===== config.mk =====
export PLATFORM = sky130hd
export DESIGN_NAME = neuron_activation_buffer_flat
export DESIGN_NICKNAME = d
export VERILOG_FILES = /design/src/rtl/mlp_pkg.sv /design/src/rtl/neuron_activation_buffer_if.sv /design/src/rtl/relu_requant.sv /design/src/rtl/neuron_activation_buffer.sv /design/src/flat_wrapper.sv
export SDC_FILE = /design/constraint.sdc
export NUM_CORES = 1
export LEC_CHECK = 0
export CORE_MARGIN = 2
export CORE_UTILIZATION = 46
export CTS_CLUSTER_SIZE = 12
export DETAILED_ROUTE_END_ITERATION = 7
export PLACE_DENSITY_LB_ADDON = 0.25
export SYNTH_ARGS = -nofsm -noshare
export SYNTH_HDL_FRONTEND = slang
export SYNTH_SLANG_ARGS = --single-unit

===== constraint.sdc =====
create_clock -name clk -period 1.9 [get_ports clk]
set_input_delay 0.475 -clock clk [delete_from_list [all_inputs] [get_ports clk]]
set_output_delay 0.475 -clock clk [all_outputs]
set_load 0.02 [all_outputs]

===== src/rtl/mlp_pkg.sv =====
`default_nettype none
// +----------------------------------------------------------------------------+
// | Package  : mlp_pkg                                                         |
// | Purpose  : Types and constants shared by the MLP datapath blocks:          |
// |            activation buffer FSM states, activation width and the          |
// |            unsigned saturation limit applied at requantisation.            |
// | Revision : 1.0  initial release                                            |
// +----------------------------------------------------------------------------+
package mlp_pkg;

   typedef enum logic [0:0] {
      COLLECT = 1'b0,
      DRAIN   = 1'b1
   } state_t;

   localparam int ACT_W   = 8;
   localparam int SAT_MAX = 255;

endpackage
`default_nettype wire


===== src/rtl/neuron_activation_buffer_if.sv =====
`default_nettype none
// +----------------------------------------------------------------------------+
// | Interface : neuron_activation_buffer_if                                    |
// | Purpose   : Handshake bundle of the activation buffer.                     |
// |   clear      : synchronous abort of the current layer                      |
// |   in_valid   : neuron ready pulse, in_data (N-bit signed) valid            |
// |   in_ready   : buffer accepts a result this cycle                          |
// |   out_valid  : out_data holds a buffered 8-bit activation                  |
// |   out_ready  : consumer takes out_data this cycle                          |
// |   out_last   : final value of the layer                                    |
// |   layer_done : one-cycle pulse after the final value is consumed           |
// |   ovf        : sticky, a result arrived while in_ready was low             |
// | Modports : master (producer/consumer side), slave (buffer side)            |
// | Revision : 1.0  initial release                                            |
// +----------------------------------------------------------------------------+
interface neuron_activation_buffer_if #(
   parameter int N = 18
);
   logic         clear;
   logic         in_valid;
   logic [N-1:0] in_data;
   logic         in_ready;
   logic         out_valid;
   logic         out_ready;
   logic [7:0]   out_data;
   logic         out_last;
   logic         layer_done;
   logic         ovf;

   modport master (
      output clear, in_valid, in_data, out_ready,
      input  in_ready, out_valid, out_data, out_last, layer_done, ovf
   );

   modport slave (
      input  clear, in_valid, in_data, out_ready,
      output in_ready, out_valid, out_data, out_last, layer_done, ovf
   );
endinterface
`default_nettype wire


===== src/rtl/relu_requant.sv =====
`default_nettype none
// +----------------------------------------------------------------------------+
// | Module   : relu_requant                                                    |
// | Purpose  : Combinational ReLU, right shift by SHIFT and unsigned           |
// |            saturation of a signed N-bit accumulation to ACT_W bits.        |
// | Ports    : i_data (N-bit signed) -> o_act (ACT_W-bit unsigned)             |
// | Revision : 1.0  initial release                                            |
// +----------------------------------------------------------------------------+
module relu_requant
   import mlp_pkg::*;
#(
   parameter int N     = 18,
   parameter int SHIFT = 0
) (
   input  wire logic [N-1:0]     i_data,
   output logic      [ACT_W-1:0] o_act
);

   logic [N-1:0] w_shifted;

   // After the sign test the value is non-negative, so a logical shift
   // equals the arithmetic one.
   always_comb begin
      w_shifted = i_data >> SHIFT;
      if (i_data[N-1]) begin
         o_act = '0;
      end else if (w_shifted > N'(SAT_MAX)) begin
         o_act = ACT_W'(SAT_MAX);
      end else begin
         o_act = w_shifted[ACT_W-1:0];
      end
   end

endmodule
`default_nettype wire


===== src/rtl/neuron_activation_buffer.sv =====
`default_nettype none
// +----------------------------------------------------------------------------+
// | Module   : neuron_activation_buffer                                        |
// | Purpose  : Captures K neuron results, activates them (ReLU, shift,         |
// |            saturate to 8 bits) and streams them to the next layer over     |
// |            a valid/ready handshake.                                        |
// | Ports    : clk   - rising-edge clock                                       |
// |            rst_n - asynchronous active-low reset                           |
// |            bus   - neuron_activation_buffer_if.slave handshake bundle      |
// | Revision : 1.0  initial release                                            |
// +----------------------------------------------------------------------------+
module neuron_activation_buffer
   import mlp_pkg::*;
#(
   parameter int N     = 18,
   parameter int K     = 4,
   parameter int SHIFT = 0
) (
   input wire logic clk,
   input wire logic rst_n,
   neuron_activation_buffer_if.slave bus
);

   localparam int CNT_W = $clog2(K);
   localparam logic [CNT_W-1:0] c_last = CNT_W'(K - 1);

   state_t            r_state;
   state_t            w_next_state;
   logic [CNT_W-1:0]  r_wr_cnt;
   logic [CNT_W-1:0]  r_rd_cnt;
   logic [ACT_W-1:0]  r_buf [K];
   logic              r_layer_done;
   logic              r_ovf;
   logic [ACT_W-1:0]  w_act;
   logic              w_capture;
   logic              w_transfer;

   relu_requant #(
      .N     (N),
      .SHIFT (SHIFT)
   ) u_relu_requant (
      .i_data (bus.in_data),
      .o_act  (w_act)
   );

   // clear overrides both a capture and a transfer in the same cycle.
   assign w_capture  = (r_state == COLLECT) && bus.in_valid && !bus.clear;
   assign w_transfer = (r_state == DRAIN) && bus.out_ready && !bus.clear;

   always_ff @(posedge clk or negedge rst_n) begin
      if (!rst_n) begin
         r_state <= COLLECT;
      end else begin
         r_state <= w_next_state;
      end
   end

   always_comb begin
      w_next_state = r_state;
      if (bus.clear) begin
         w_next_state = COLLECT;
      end else if (w_capture && (r_wr_cnt == c_last)) begin
         w_next_state = DRAIN;
      end else if (w_transfer && (r_rd_cnt == c_last)) begin
         w_next_state = COLLECT;
      end
   end

   always_ff @(posedge clk or negedge rst_n) begin
      if (!rst_n) begin
         r_wr_cnt     <= '0;
         r_rd_cnt     <= '0;
         r_layer_done <= 1'b0;
         r_ovf        <= 1'b0;
      end else begin
         r_layer_done <= 1'b0;
         // A result offered while not accepting is lost; clear does not hide it.
         if (bus.in_valid && (r_state == DRAIN)) begin
            r_ovf <= 1'b1;
         end
         if (bus.clear) begin
            r_wr_cnt <= '0;
            r_rd_cnt <= '0;
         end else begin
            if (w_capture) begin
               r_wr_cnt <= (r_wr_cnt == c_last) ? '0 : r_wr_cnt + 1'b1;
            end
            if (w_transfer) begin
               if (r_rd_cnt == c_last) begin
                  r_rd_cnt     <= '0;
                  r_layer_done <= 1'b1;
               end else begin
                  r_rd_cnt <= r_rd_cnt + 1'b1;
               end
            end
         end
      end
   end

   // Storage only; contents are masked whenever out_valid is low.
   always_ff @(posedge clk) begin
      if (w_capture) begin
         r_buf[r_wr_cnt] <= w_act;
      end
   end

   assign bus.in_ready   = (r_state == COLLECT);
   assign bus.out_valid  = (r_state == DRAIN);
   assign bus.out_data   = (r_state == DRAIN) ? r_buf[r_rd_cnt] : '0;
   assign bus.out_last   = (r_state == DRAIN) && (r_rd_cnt == c_last);
   assign bus.layer_done = r_layer_done;
   assign bus.ovf        = r_ovf;

endmodule
`default_nettype wire


===== src/flat_wrapper.sv =====
// flat-port wrapper written by rule: the top's interface ports become plain ports
module neuron_activation_buffer_flat import mlp_pkg::*;
#(
   parameter int N     = 18,
   parameter int K     = 4,
   parameter int SHIFT = 0
)
  (clk, rst_n, bus_clear, bus_in_valid, bus_in_data, bus_out_ready, bus_in_ready, bus_out_valid, bus_out_data, bus_out_last, bus_layer_done, bus_ovf);
  neuron_activation_buffer_if #(.N(N)) bus_i ();
  input wire logic clk;
  input wire logic rst_n;
  input wire logic [$bits(bus_i.clear)-1:0] bus_clear;
  input wire logic [$bits(bus_i.in_valid)-1:0] bus_in_valid;
  input wire logic [$bits(bus_i.in_data)-1:0] bus_in_data;
  input wire logic [$bits(bus_i.out_ready)-1:0] bus_out_ready;
  output wire logic [$bits(bus_i.in_ready)-1:0] bus_in_ready;
  output wire logic [$bits(bus_i.out_valid)-1:0] bus_out_valid;
  output wire logic [$bits(bus_i.out_data)-1:0] bus_out_data;
  output wire logic [$bits(bus_i.out_last)-1:0] bus_out_last;
  output wire logic [$bits(bus_i.layer_done)-1:0] bus_layer_done;
  output wire logic [$bits(bus_i.ovf)-1:0] bus_ovf;
  assign bus_i.clear = bus_clear;
  assign bus_i.in_valid = bus_in_valid;
  assign bus_i.in_data = bus_in_data;
  assign bus_i.out_ready = bus_out_ready;
  assign bus_in_ready = bus_i.in_ready;
  assign bus_out_valid = bus_i.out_valid;
  assign bus_out_data = bus_i.out_data;
  assign bus_out_last = bus_i.out_last;
  assign bus_layer_done = bus_i.layer_done;
  assign bus_ovf = bus_i.ovf;
  neuron_activation_buffer #(.N(N), .K(K), .SHIFT(SHIFT)) u_core (.clk(clk), .rst_n(rst_n), .bus(bus_i));
endmodule

* After elaboration in Yosys (flattened, before gate mapping) *
Memories as Yosys holds them, arrays and structs flattened.
Index checks and enable logic that the tools add are counted.
W data, S select, Z words.

storage, ports and cells
  bits in registers = 7
  bits in writable memories = 32
  output and inout port bits = 13
  logic and storage cells = 41
  memories = 1

memories
  memory        words  bits a word  rd ports  clocked after memory_dff  wr ports  line                            RTL
  u_core.r_buf  4      8            1         0                         1         neuron_activation_buffer.sv:31  logic [ACT_W-1:0] r_buf [K];

cells by class
  add/subtract/negate cells = 2
  magnitude comparators = 1
  eq/ne operators = 2
  multiplexer cells = 17
  bitwise logic cells = 1
  reductions and logical operators = 12

operators by type and width
  cell                   number
  $mux W8                3
  $gt A18 B8 Y1 const B  1
  $mux W2                6
  $logic_and A1 B1 Y1    8
  $mux W1                8
  $add A2 B1 Y2 const B  2
  $eq A2 B2 Y1 const B   2
  $reduce_bool A2 Y1     2
  $reduce_bool A3 Y1     1
  $logic_not A1 Y1       1
  $not A1 Y1             1

* Longest topological paths before layout *
Gate-level depths: netlist of run 1.

  depth in word-level cells = 6
  gate-level depth with buffers = 4
  depth with buffers taken out = 4

* Hierarchy *
A second synthesis of run 1 with hierarchy kept.

unflattened totals
  cells, all modules = 123
  area, all modules = 1760.4 sq um

modules (own cells, without submodules)
  module                    times used  cells an instance  area each (sq um)  sequential area each (sq um)
  neuron_activation_buffer  1           101                1616.6             1136.1
  relu_requant              1           22                 143.9              0.0

* Worst setup path before layout of run 1 *
No wires, ideal clock.

  path type = input to register
  start point = input bus_in_data[17]
  end point = memory u_core.r_buf[0][0] (data pin)
  setup time = 0.284 ns
  arrival time = 1.574 ns
  required time = 1.616 ns
  slack = 0.042 ns
  stages = 4
  buffers on the path = 1
  cells stage by stage = buf_6 or4_4 nor4_4 a21oi_1

between the ends
  longest elaborated chain between the ends = 3

ends and longest elaborated chain
  element                             line                            RTL
  from (decl)                         flat_wrapper.sv:14              input wire logic [$bits(bus_i.in_data)-1:0] bus_in_data;
  $gt A18 B8 Y1                       relu_requant.sv:27              end else if (w_shifted > N'(SAT_MAX)) begin
  $mux W8                             relu_requant.sv:27
  $mux W8 *                           relu_requant.sv:25              if (i_data[N-1]) begin
  via u_core.u_relu_requant.o_act[0]  relu_requant.sv:16              output logic [ACT_W-1:0] o_act
  to (decl)                           neuron_activation_buffer.sv:31

The timed path passes the listed nets; every way through them passes the cells marked *.

* Worst setup path in the final report of run 1 *
  start point = register u_core.r_rd_cnt[0]
  end point = output bus_out_data[1]

between the ends
  longest elaborated chain between the ends = 2

ends and longest elaborated chain
  element                 line                             RTL
  from (decl)             neuron_activation_buffer.sv:30   logic [CNT_W-1:0] r_rd_cnt;
  from (signal assigned)  neuron_activation_buffer.sv:93   r_rd_cnt <= r_rd_cnt + 1'b1;
  $mem_v2 Z4 W8           n/a
  $mux W8                 neuron_activation_buffer.sv:109  assign bus.out_data = (r_state == DRAIN) ? r_buf[r_rd_cnt] : '0;
  to (decl)               flat_wrapper.sv:18               output wire logic [$bits(bus_i.out_data)-1:0] bus_out_data;

No other way between the ends.

==> impl_results.html, run 1 <==
<table>
<tr><th>Metric</th><th>Value</th></tr>
<tr><th colspan="2">Clock network</th></tr>
<tr><td>Cell at the root of the clock tree</td><td>clkbuf_8</td></tr>
<tr><td>Maximum clock insertion buffer count</td><td>2</td></tr>
<tr><td>Clock transition time at the flip-flop clock pins of the worst setup and hold paths</td><td>~0.070 ns</td></tr>
<tr><td>CTS H-tree depth</td><td>2</td></tr>
<tr><td>Hold buffer count at CTS</td><td>0</td></tr>
<tr><td>Clock tree sinks</td><td>39</td></tr>
<tr><td>TritonCTS Buffers</td><td>5</td></tr>
<tr><td>TritonCTS clock tree</td><td>done</td></tr>
<tr><td>Clock insertion delay at the later pin of the skew report</td><td>around 0.29 ns</td></tr>
<tr><th colspan="2">Route</th></tr>
<tr><td>Routed length per placed instance</td><td>about 15 um</td></tr>
<tr><td>First DRT Iteration DRCs</td><td>46</td></tr>
<tr><td>DR vias/cell</td><td>between 5 and 6</td></tr>
<tr><td>Post-detailed-routing wire length</td><td>3.177 mm</td></tr>
<tr><td>Routed via count</td><td>roughly 1100</td></tr>
<tr><td>DRC Markers</td><td>0</td></tr>
<tr><td>Number of nets with antenna violations after routing</td><td>0</td></tr>
<tr><td>Drt pass-1 iters</td><td>4</td></tr>
<tr><th colspan="2">Placement</th></tr>
<tr><td>Post-placement setup slack</td><td>-0.3474 ns</td></tr>
<tr><td>Placed inst area</td><td>approximately 0.0023 mm2</td></tr>
<tr><td>PortBufs</td><td>35</td></tr>
<tr><td>Last weighted congestion value of the routability-driven placer</td><td>roughly 0.74</td></tr>
<tr><td>HPWL reported at the end of detailed placement</td><td>around 2.3 mm</td></tr>
<tr><th colspan="2">STA</th></tr>
<tr><td>Setup repair after global routing missed its margin</td><td>yes</td></tr>
<tr><td>FMAX</td><td>between 400 and 500 MHz</td></tr>
<tr><td>Final Cycle Share</td><td>1.091</td></tr>
<tr><td>Slack of the critical path</td><td>-0.1726 ns</td></tr>
<tr><td>Min cycle time layout</td><td>between 2 and 2.5 ns</td></tr>
<tr><td>Setup violation total in the final timing report</td><td>8</td></tr>
<tr><td>Final Skew</td><td>roughly 0.0033 ns</td></tr>
<tr><td>Worst max-slew margin expressed relative to the limit</td><td>0.7738</td></tr>
<tr><td>Pins Over Slew Limit</td><td>0</td></tr>
<tr><td>Measured slew at the worst slew-check pin</td><td>about 0.34 ns</td></tr>
<tr><td>Total count of hold-check failures in the final report</td><td>0</td></tr>
<tr><th colspan="2">Pwr</th></tr>
<tr><td>Pwr per Cell Area</td><td>roughly 740 mW/mm2</td></tr>
<tr><td>Leakage</td><td>slightly below 1 nW</td></tr>
<tr><td>Total Power Consumption</td><td>approximately 1.8 mW</td></tr>
<tr><td>Worst supply voltage drop on vdd</td><td>around 540 uV</td></tr>
<tr><th colspan="2">Die</th></tr>
<tr><td>Floorplan die width</td><td>approximately 65 um</td></tr>
<tr><td>Die Span Y</td><td>~65 um</td></tr>
<tr><td>Die Outline Area</td><td>between 0.004 and 0.005 mm2</td></tr>
<tr><td>Row count</td><td>22</td></tr>
<tr><td>Placeable Area</td><td>~0.0036 mm2</td></tr>
<tr><td>Initial core utilization</td><td>0.4714</td></tr>
<tr><td>I/O pins</td><td>36</td></tr>
<tr><th colspan="2">Global routing</th></tr>
<tr><td>Overflow left after global routing</td><td>0</td></tr>
<tr><td>Tot GR Track Use</td><td>0.1706</td></tr>
<tr><td>Global-route wire length before repair</td><td>a little over 5 mm</td></tr>
<tr><td>Maximum number of pins on one net before global-route repair</td><td>14</td></tr>
<tr><td>Number of antenna violations at the first check in global routing</td><td>0</td></tr>
<tr><td>Number of global-route vias before repair</td><td>between 1000 and 1500</td></tr>
<tr><th colspan="2">Logic synthesis</th></tr>
<tr><td>Post-synthesis cell type count</td><td>21</td></tr>
<tr><td>Proportion of netlist area held by the largest area contributor</td><td>0.5610</td></tr>
<tr><td>Gate Count Post-Synth</td><td>109</td></tr>
<tr><td>Syn Std Cell Area</td><td>around 0.0017 mm2</td></tr>
<tr><td>Sequential-to-total area share from yosys stat</td><td>0.6633</td></tr>
<tr><td>Main synth FF type</td><td>edfxtp_1</td></tr>
<tr><td>Syn Nets</td><td>about 140</td></tr>
<tr><td>Count of flip-flops with a built-in enable after synthesis</td><td>32</td></tr>
<tr><td>Synth area leaders</td><td>edfxtp_1, mux4_2, dfrtp_1</td></tr>
<tr><td>Cell type with the highest aggregate area in the netlist</td><td>edfxtp_1</td></tr>
<tr><td>YS warnings</td><td>0</td></tr>
<tr><td>Mapped Avg Cell Area</td><td>between 15 and 20 um2</td></tr>
<tr><td>Number of register bits inferred by synthesis</td><td>39</td></tr>
<tr><td>Async set-or-reset flop fraction in the synthesized netlist</td><td>0.1795</td></tr>
<tr><th colspan="2">Cells and area</th></tr>
<tr><td>Number of nets in the final layout</td><td>around 200</td></tr>
<tr><td>Most common library cell in the layout ignoring fill and taps</td><td>edfxtp_1</td></tr>
<tr><td>Layout area overhead</td><td>45.14%</td></tr>
<tr><td>Number of antenna cells inserted</td><td>0</td></tr>
<tr><td>Share of cells above drive strength 1</td><td>0.3929</td></tr>
<tr><td>Design area</td><td>around 0.0025 mm2</td></tr>
<tr><td>Most frequent cells in the layout</td><td>edfxtp_1, clkdlybuf4s50_1, buf_4</td></tr>
<tr><th colspan="2">Worst setup path</th></tr>
<tr><td>CP required</td><td>between 1 and 1.5 ns</td></tr>
<tr><td>Depth of the worst register-to-register path</td><td>5</td></tr>
<tr><td>Critical path start-end classification</td><td>flip-flop to output port</td></tr>
<tr><td>Crit-path max FO</td><td>4</td></tr>
<tr><td>Critical path endpoint category</td><td>output port</td></tr>
<tr><td>Worst setup SP type</td><td>flip-flop</td></tr>
<tr><td>CP arrival</td><td>1.60 ns</td></tr>
<tr><th colspan="2">Outcome</th></tr>
<tr><td>Result of the run</td><td>complete, but fails checks</td></tr>
<tr><td>Violations in the final reports</td><td>setup timing</td></tr>
<tr><th colspan="2">Hold path</th></tr>
<tr><td>Hold WC Path Type</td><td>primary input to async pin</td></tr>
<tr><th colspan="2">Job</th></tr>
<tr><td>Max-Cap Viols</td><td>0</td></tr>
</table>
[cells in the mapped netlist (2+ instances only)]
library cell	number
edfxtp_1	32
and2_1	13
inv_1	11
a21oi_1	10
mux4_2	8
dfrtp_1	7
ha_1	5
nor2_1	5
mux2i_1	3
clkbuf_1	2
nand2_1	2
nor2b_1	2
[metal layers]
layer / wire (um) / GRT usage / part of all wire / up-vias
li1: - / - / - / 515
met1: 1226 / 0.1993 / 0.39 / 543
met2: 1794 / 0.3041 / 0.56 / 26
met3: 128 / 0.05208 / 0.040 / 3
met4: 27 / 0.04688 / 0.0085 / 0
met5: 0 / 0 / 0 / -
[cell families after synthesis]
family,synth area share
muxes,0.1227
adders and majority gates,0.03652
AOI/OAI and AO/OA,0.03799
buffers and inverters,0.03798
DFF,0.6633
and+or+nand+nor,0.1015
[final timing paths]
check                                startpoint               endpoint  slack, ns
max in group asynchronous                 rst_n     u_core.r_rd_cnt[0]       1.18
hold / removal                            rst_n  u_core.bus.layer_done       0.45
setup / recovery             u_core.r_rd_cnt[0]        bus_out_data[1]      -0.17
setup reg to reg           u_core.bus.out_valid     u_core.r_buf[2][7]       0.29
min in group clk                 u_core.bus.ovf         u_core.bus.ovf       0.48
hold reg to reg                  u_core.bus.ovf         u_core.bus.ovf       0.48
[registers in the layout, summed over array words and instances (netlist names)]
name	cells
u_core.r_rd_cnt	2
u_core.bus.out_valid	1
u_core.bus.ovf	1
u_core.r_wr_cnt	2
u_core.r_buf	32
u_core.bus.layer_done	1
[per-stage QoR]
step,hold slack [ns],setup TNS (ns),util,instances
after CTS,0.4571,-1.812,0.6739,216
final,0.4483,-1.267,0.6842,216
after floorplan,0.1794,0,-,109
after detailed placement,0.4646,-16.06,0.6219,206
after global routing,0.4598,-1.858,0.6842,216
after global placement,0.4397,-15.01,0.6219,206
[what timing repair did]
item	4_1_cts	5_1_grt
resized for setup	72	9
buffers inserted	2	0
pin swaps	7	4
gates cloned	0	0
endpoints found under the setup margin	43	41
[power breakdown]
| group | switching [mW] | total (mW) | internal, mW |
|---|---|---|---|
| clock network | 0.283 | 0.674 | 0.391 |
| registers | 0.0134 | 0.970 | 0.956 |
| logic | 0.0796 | 0.184 | 0.105 |
[layout make-up]
class	count	area [um2]
well taps	48	60.06
flip-flops and latches	39	1139
multi-input cells	55	585.6
repair buffers	55	549.3
fillers	275	1147
clock buffers	5	68.82
inverters	11	41.29
clock inverters	3	42.54
[worst max-delay path, stage by stage, from the launching register on]
cell	delay [ns]
dfrtp_2	0.41
buf_6	0.14
mux4_2	0.49
and2_4	0.15
buf_6	0.12
Power figures use the tool's default switching activity.
==> inputs of run 2 (changes only) <==
CORE_MARGIN = 1.5   (was 2)
TNS_END_PERCENT = 5   (was not set)
==> impl_results.html, run 2 (synthesis gave the netlist of run 1 again) <==
<table>
<tr><th>Metric</th><th>Value</th></tr>
<tr><th colspan="2">Pwr</th></tr>
<tr><td>Comb power frac</td><td>0.100</td></tr>
<tr><td>Pwr per Cell Area</td><td>744.1 mW/mm2</td></tr>
<tr><td>Net switching power</td><td>0.3670 mW</td></tr>
<tr><td>Register share of total power</td><td>0.535</td></tr>
<tr><td>Worst supply voltage drop on vdd</td><td>approximately 470 uV</td></tr>
<tr><td>Switching fraction of total power</td><td>0.2028</td></tr>
<tr><td>Power Internal</td><td>1.443 mW</td></tr>
<tr><td>Clock power share</td><td>0.365</td></tr>
<tr><td>Leakage</td><td>approximately 0.97 nW</td></tr>
<tr><th colspan="2">Global routing</th></tr>
<tr><td>Maximum number of pins on one net before global-route repair</td><td>13</td></tr>
<tr><td>Overflow left after global routing</td><td>0</td></tr>
<tr><td>Number of global-route vias before repair</td><td>1180</td></tr>
<tr><td>Global-route wire length before repair</td><td>5.547 mm</td></tr>
<tr><td>Tot GR Track Use</td><td>0.1929</td></tr>
<tr><td>Number of antenna violations at the first check in global routing</td><td>0</td></tr>
<tr><th colspan="2">Hold path</th></tr>
<tr><td>Hold WC Path Type</td><td>primary input to async pin</td></tr>
<tr><th colspan="2">Cells and area</th></tr>
<tr><td>Register with the most flip-flops</td><td>u_core.r_buf</td></tr>
<tr><td>Number of antenna cells inserted</td><td>0</td></tr>
<tr><td>Final cell count without fillers</td><td>215</td></tr>
<tr><td>Share of cells above drive strength 1</td><td>0.3728</td></tr>
<tr><td>Layout area overhead</td><td>42.00%</td></tr>
<tr><td>Register area</td><td>0.001139 mm2</td></tr>
<tr><td>Most frequent cells in the layout</td><td>edfxtp_1, clkdlybuf4s50_1, buf_4</td></tr>
<tr><td>Multi-input gate area in the final layout</td><td>approximately 560 um2</td></tr>
<tr><td>Utilization of the core after routing</td><td>0.7067</td></tr>
<tr><td>Fillers</td><td>approximately 240</td></tr>
<tr><td>Largest registers ranked by flip-flop count</td><td>u_core.r_buf x32, u_core.r_rd_cnt x2, u_core.r_wr_cnt x2</td></tr>
<tr><td>Most common library cell in the layout ignoring fill and taps</td><td>edfxtp_1</td></tr>
<tr><td>Number of nets in the final layout</td><td>around 200</td></tr>
<tr><td>Number of flip-flops in the largest register</td><td>32</td></tr>
<tr><th colspan="2">Clock network</th></tr>
<tr><td>Cell at the root of the clock tree</td><td>clkbuf_8</td></tr>
<tr><td>CTS H-tree depth</td><td>2</td></tr>
<tr><td>Clock insertion delay at the later pin of the skew report</td><td>0.29 ns</td></tr>
<tr><td>Hold buffer count at CTS</td><td>0</td></tr>
<tr><td>Maximum clock insertion buffer count</td><td>2</td></tr>
<tr><td>TritonCTS clock tree</td><td>done</td></tr>
<tr><td>Clock transition time at the flip-flop clock pins of the worst setup and hold paths</td><td>0.07 ns</td></tr>
<tr><td>Clock tree sinks</td><td>39</td></tr>
<tr><td>TritonCTS Buffers</td><td>5</td></tr>
<tr><th colspan="2">Route</th></tr>
<tr><td>First DRT Iteration DRCs</td><td>37</td></tr>
<tr><td>Wire length on met2</td><td>just under 2 mm</td></tr>
<tr><td>Routed via count</td><td>1088</td></tr>
<tr><td>Met3 layer wire length in the routed design</td><td>140 um</td></tr>
<tr><td>Drt pass-1 iters</td><td>4</td></tr>
<tr><td>Routed length per placed instance</td><td>15.78 um</td></tr>
<tr><td>Number of nets with antenna violations after routing</td><td>0</td></tr>
<tr><td>Uppermost layer routed</td><td>met4</td></tr>
<tr><td>DRC Markers</td><td>0</td></tr>
<tr><td>DR vias/cell</td><td>about 5.1</td></tr>
<tr><td>M1 WL</td><td>around 1.3 mm</td></tr>
<tr><td>Post-detailed-routing wire length</td><td>approximately 3.4 mm</td></tr>
<tr><th colspan="2">Die</th></tr>
<tr><td>Die Span Y</td><td>about 64 um</td></tr>
<tr><td>Row count</td><td>21</td></tr>
<tr><td>Initial core utilization</td><td>0.4976</td></tr>
<tr><td>I/O pins</td><td>36</td></tr>
<tr><td>Placeable Area</td><td>around 0.0034 mm2</td></tr>
<tr><td>Die Outline Area</td><td>about 0.004 mm2</td></tr>
<tr><td>Floorplan die width</td><td>64.02 um</td></tr>
<tr><th colspan="2">Placement</th></tr>
<tr><td>Last weighted congestion value of the routability-driven placer</td><td>between 0.7 and 0.8</td></tr>
<tr><td>Cell count after placement</td><td>around 200</td></tr>
<tr><td>PortBufs</td><td>35</td></tr>
<tr><td>HPWL reported at the end of detailed placement</td><td>2.482 mm</td></tr>
<tr><th colspan="2">STA</th></tr>
<tr><td>Worst max-slew margin expressed relative to the limit</td><td>0.7633</td></tr>
<tr><td>FMAX</td><td>about 480 MHz</td></tr>
<tr><td>Setup TNS</td><td>-1.395 ns</td></tr>
<tr><td>Setup violation total in the final timing report</td><td>8</td></tr>
<tr><td>Pins Over Slew Limit</td><td>0</td></tr>
<tr><td>Slack of the critical path</td><td>-0.1871 ns</td></tr>
<tr><td>Final Skew</td><td>between 0.004 and 0.005 ns</td></tr>
<tr><td>Total count of hold-check failures in the final report</td><td>0</td></tr>
<tr><td>Measured slew at the worst slew-check pin</td><td>about 0.35 ns</td></tr>
<tr><td>Min cycle time layout</td><td>about 2.1 ns</td></tr>
<tr><td>Final Cycle Share</td><td>1.098</td></tr>
<tr><td>Setup repair after global routing missed its margin</td><td>yes</td></tr>
<tr><th colspan="2">Worst setup path</th></tr>
<tr><td>CP required</td><td>between 1 and 1.5 ns</td></tr>
<tr><td>Critical path start-end classification</td><td>flip-flop to output port</td></tr>
<tr><td>Critical path endpoint category</td><td>output port</td></tr>
<tr><td>Worst setup SP type</td><td>flip-flop</td></tr>
<tr><td>CP arrival</td><td>~1.6 ns</td></tr>
<tr><td>Crit-path max FO</td><td>6</td></tr>
<tr><th colspan="2">Outcome</th></tr>
<tr><td>Result of the run</td><td>complete, but fails checks</td></tr>
<tr><td>Violations in the final reports</td><td>setup timing</td></tr>
<tr><th colspan="2">Job</th></tr>
<tr><td>Max-Cap Viols</td><td>0</td></tr>
</table>
[run 2: final timing paths]
| kind | startpoint | endpoint | slack [ns] | cells after the start |
|---|---|---|---|---|
| hold / removal | rst_n | u_core.bus.ovf | 0.45 | 1 |
| min in group clk | u_core.bus.ovf | u_core.bus.ovf | 0.46 | 1 |
| max in group asynchronous | rst_n | u_core.r_rd_cnt[1] | 1.17 | 1 |
| setup / recovery | u_core.r_rd_cnt[0] | bus_out_data[2] | -0.19 | 4 |
| hold reg to reg | u_core.bus.ovf | u_core.bus.ovf | 0.46 | 1 |
| setup reg to reg | u_core.bus.out_valid | u_core.r_buf[2][6] | 0.28 | 5 |
[run 2: metrics by stage]
| step | hold WS (ns) | total power, mW | area (um2) | setup slack [ns] |
|---|---|---|---|---|
| final | 0.4534 | 1.810 | 2432 | -0.1871 |
| after floorplan | 0.1794 | 1.057 | 1713 | 0.04222 |
| after detailed placement | 0.4475 | 1.163 | 2245 | -0.3416 |
| after CTS | 0.4561 | 1.818 | 2416 | -0.2604 |
| after global routing | 0.4743 | 1.881 | 2432 | -0.2485 |
| after global placement | 0.4396 | 1.155 | 2245 | -0.2941 |
[run 2: final cells by class]
type | instances | share of cell area
Clock buffer | 5 | 0.02829
Clock inverter | 3 | 0.01595
Inverter | 11 | 0.01698
Multi-Input combinational cell | 55 | 0.2289
Sequential cell | 39 | 0.4681
Tap cell | 46 | 0.02366
Timing Repair Buffer | 56 | 0.2181
[run 2: power groups by stage]
stage	logic [mW]	registers, mW	clock network, mW
3_5_place_dp	0.175	0.988	0
2_1_floorplan	0.0631	0.994	0
5_1_grt	0.198	0.972	0.711
3_3_place_gp	0.170	0.985	0
4_1_cts	0.179	0.969	0.669
6_report	0.181	0.969	0.660
[run 2: per-layer routing]
layer | global-route usage | up-vias
li1 | - | 519
met1 | 0.2140 | 533
met2 | 0.3438 | 31
met3 | 0.05986 | 5
met4 | 0.07337 | 0
met5 | 0 | -
[run 2: critical path, stage by stage, from the launching register on]
cell and delay [ns]:
dfrtp_2 0.39, buf_12 0.14, mux4_2 0.48, and2_1 0.16, buf_2 0.15
[run 2: timing repair]
item,CTS,global route
setup endpoints to repair,43,37
resized for setup,56,13
pin swaps,4,4
gates cloned,1,0
buffers inserted,3,0
==> inputs of run 3 (changes only) <==
SKIP_CTS_REPAIR_TIMING = 1   (was not set)
SLEW_MARGIN = 15   (was not set)
==> impl_results.html, run 3 (synthesis gave the netlist of run 1 again) <==
<table>
<tr><th>Metric</th><th>Value</th></tr>
<tr><th colspan="2">Die</th></tr>
<tr><td>Placeable Area</td><td>around 0.0034 mm2</td></tr>
<tr><td>I/O pins</td><td>36</td></tr>
<tr><td>Die Outline Area</td><td>a little over 0.004 mm2</td></tr>
<tr><td>Initial core utilization</td><td>0.4976</td></tr>
<tr><td>Floorplan die width</td><td>64.02 um</td></tr>
<tr><td>Row count</td><td>21</td></tr>
<tr><td>Die Span Y</td><td>between 60 and 70 um</td></tr>
<tr><th colspan="2">Worst setup path</th></tr>
<tr><td>Critical path start-end classification</td><td>flip-flop to output port</td></tr>
<tr><td>CP required</td><td>between 1 and 1.5 ns</td></tr>
<tr><td>Worst setup SP type</td><td>flip-flop</td></tr>
<tr><td>Critical path endpoint category</td><td>output port</td></tr>
<tr><td>Crit-path max FO</td><td>6</td></tr>
<tr><td>CP arrival</td><td>1.65 ns</td></tr>
<tr><th colspan="2">STA</th></tr>
<tr><td>Total count of hold-check failures in the final report</td><td>0</td></tr>
<tr><td>Pins Over Slew Limit</td><td>0</td></tr>
<tr><td>Setup TNS</td><td>-1.960 ns</td></tr>
<tr><td>Measured slew at the worst slew-check pin</td><td>between 0.3 and 0.4 ns</td></tr>
<tr><td>Setup violation total in the final timing report</td><td>13</td></tr>
<tr><td>FMAX</td><td>between 400 and 500 MHz</td></tr>
<tr><td>Final Skew</td><td>0.003036 ns</td></tr>
<tr><td>Tightest hold margin</td><td>0.4512 ns</td></tr>
<tr><td>Final Cycle Share</td><td>1.120</td></tr>
<tr><td>Setup repair after global routing missed its margin</td><td>yes</td></tr>
<tr><td>Min cycle time layout</td><td>2.128 ns</td></tr>
<tr><td>Worst max-slew margin expressed relative to the limit</td><td>0.7675</td></tr>
<tr><td>Slack of the critical path</td><td>-0.2284 ns</td></tr>
<tr><th colspan="2">Clock network</th></tr>
<tr><td>Clock tree sinks</td><td>39</td></tr>
<tr><td>TritonCTS Buffers</td><td>5</td></tr>
<tr><td>Clock insertion delay at the later pin of the skew report</td><td>approximately 0.29 ns</td></tr>
<tr><td>Clock transition time at the flip-flop clock pins of the worst setup and hold paths</td><td>0.07 ns</td></tr>
<tr><td>Maximum clock insertion buffer count</td><td>2</td></tr>
<tr><td>Cell at the root of the clock tree</td><td>clkbuf_8</td></tr>
<tr><td>TritonCTS clock tree</td><td>done</td></tr>
<tr><td>CTS H-tree depth</td><td>2</td></tr>
<tr><th colspan="2">Outcome</th></tr>
<tr><td>Result of the run</td><td>complete, but fails checks</td></tr>
<tr><td>Violations in the final reports</td><td>setup timing</td></tr>
<tr><th colspan="2">Placement</th></tr>
<tr><td>Last weighted congestion value of the routability-driven placer</td><td>between 0.7 and 0.8</td></tr>
<tr><td>Placed inst area</td><td>roughly 0.0022 mm2</td></tr>
<tr><td>HPWL reported at the end of detailed placement</td><td>2.482 mm</td></tr>
<tr><td>Post-placement setup slack</td><td>-0.3416 ns</td></tr>
<tr><td>PortBufs</td><td>35</td></tr>
<tr><th colspan="2">Cells and area</th></tr>
<tr><td>Most common library cell in the layout ignoring fill and taps</td><td>edfxtp_1</td></tr>
<tr><td>Largest registers ranked by flip-flop count</td><td>u_core.r_buf x32, u_core.r_rd_cnt x2, u_core.r_wr_cnt x2</td></tr>
<tr><td>Most frequent cells in the layout</td><td>edfxtp_1, clkdlybuf4s50_1, buf_4</td></tr>
<tr><td>Number of flip-flops in the largest register</td><td>32</td></tr>
<tr><td>Register with the most flip-flops</td><td>u_core.r_buf</td></tr>
<tr><td>Utilization of the core after routing</td><td>0.7128</td></tr>
<tr><td>Fillers</td><td>approximately 240</td></tr>
<tr><td>Layout area overhead</td><td>43.24%</td></tr>
<tr><td>Multi-input gate area in the final layout</td><td>558.0 um2</td></tr>
<tr><td>Number of nets in the final layout</td><td>196</td></tr>
<tr><td>Register area</td><td>between 0.001 and 0.0015 mm2</td></tr>
<tr><td>Share of cells above drive strength 1</td><td>0.3728</td></tr>
<tr><td>Design area</td><td>0.002454 mm2</td></tr>
<tr><td>Number of antenna cells inserted</td><td>0</td></tr>
<tr><th colspan="2">Global routing</th></tr>
<tr><td>Number of antenna violations at the first check in global routing</td><td>0</td></tr>
<tr><td>Maximum number of pins on one net before global-route repair</td><td>13</td></tr>
<tr><td>Tot GR Track Use</td><td>0.1826</td></tr>
<tr><td>Number of global-route vias before repair</td><td>1140</td></tr>
<tr><td>Global-route wire length before repair</td><td>about 5.3 mm</td></tr>
<tr><td>Overflow left after global routing</td><td>0</td></tr>
<tr><th colspan="2">Job</th></tr>
<tr><td>Max-Cap Viols</td><td>0</td></tr>
<tr><th colspan="2">Route</th></tr>
<tr><td>DRC Markers</td><td>0</td></tr>
<tr><td>Drt pass-1 iters</td><td>4</td></tr>
<tr><td>Number of nets with antenna violations after routing</td><td>0</td></tr>
<tr><td>Routed length per placed instance</td><td>roughly 16 um</td></tr>
<tr><td>DR vias/cell</td><td>between 5 and 6</td></tr>
<tr><td>First DRT Iteration DRCs</td><td>27</td></tr>
<tr><td>Routed via count</td><td>roughly 1100</td></tr>
<tr><td>Post-detailed-routing wire length</td><td>between 3 and 4 mm</td></tr>
<tr><th colspan="2">Hold path</th></tr>
<tr><td>Hold WC Path Type</td><td>primary input to async pin</td></tr>
<tr><th colspan="2">Pwr</th></tr>
<tr><td>Worst supply voltage drop on vdd</td><td>466.7 uV</td></tr>
<tr><td>Pwr per Cell Area</td><td>between 700 and 800 mW/mm2</td></tr>
<tr><td>Leakage</td><td>~0.99 nW</td></tr>
</table>
run 3: cell types whose count changed in the layout (fill, tap and decap cells not counted), sizes merged:
cell,delta
buf,-2
clkbuf,+2
dlygate4sd2,-2
dlymetal6s2s,+2
run 3: area by class of cell:
class                      instances  share of cell area
clock buffer                       5             0.02805
clock inverter                     3             0.01581
inverter                          11             0.01683
multi-input combinational         55              0.2274
sequential                        39              0.4635
tap                               46             0.02346
timing repair buffer              56              0.2249
run 3: metal layers:
metal  vias up  routed length (um)  GRT usage
met5         -                   0          0
met4         0                  51    0.07337
met3         4                 145    0.06162
met2        32                1891     0.3268
met1       546                1256     0.1961
li1        520                   -          -
run 3: stage by stage:
stage                     total power [mW]  std cells
final                                1.810        215
after detailed placement             1.163        204
after floorplan                      1.057        109
after global routing                 1.880        215
after global placement               1.155        204
after CTS                            1.815        212
run 3: worst paths after layout:
check                           depth (start not counted)  slack, ns                  from                  to
worst max-delay path                                    4      -0.23    u_core.r_rd_cnt[0]     bus_out_data[7]
worst min-delay path                                    1       0.45                 rst_n      u_core.bus.ovf
worst max register to register                          5       0.27  u_core.bus.out_valid  u_core.r_buf[2][6]
worst min register to register                          1       0.46        u_core.bus.ovf      u_core.bus.ovf
max in group asynchronous                               1       1.17                 rst_n  u_core.r_rd_cnt[1]
min in group clk                                        1       0.46        u_core.bus.ovf      u_core.bus.ovf
run 3: critical path: stages (launching register included):
cell     delay [ns]
dfrtp_1        0.43
buf_12         0.16
mux4_2         0.50
and2_4         0.16
buf_6          0.12
run 3: power by group:
part           internal (mW)  total, mW  switching (mW)  leakage [nW]
clock network          0.384      0.659           0.275        0.0556
registers              0.956      0.969          0.0126         0.384
logic                  0.104      0.182          0.0784         0.547
total                   1.44       1.81           0.366         0.987
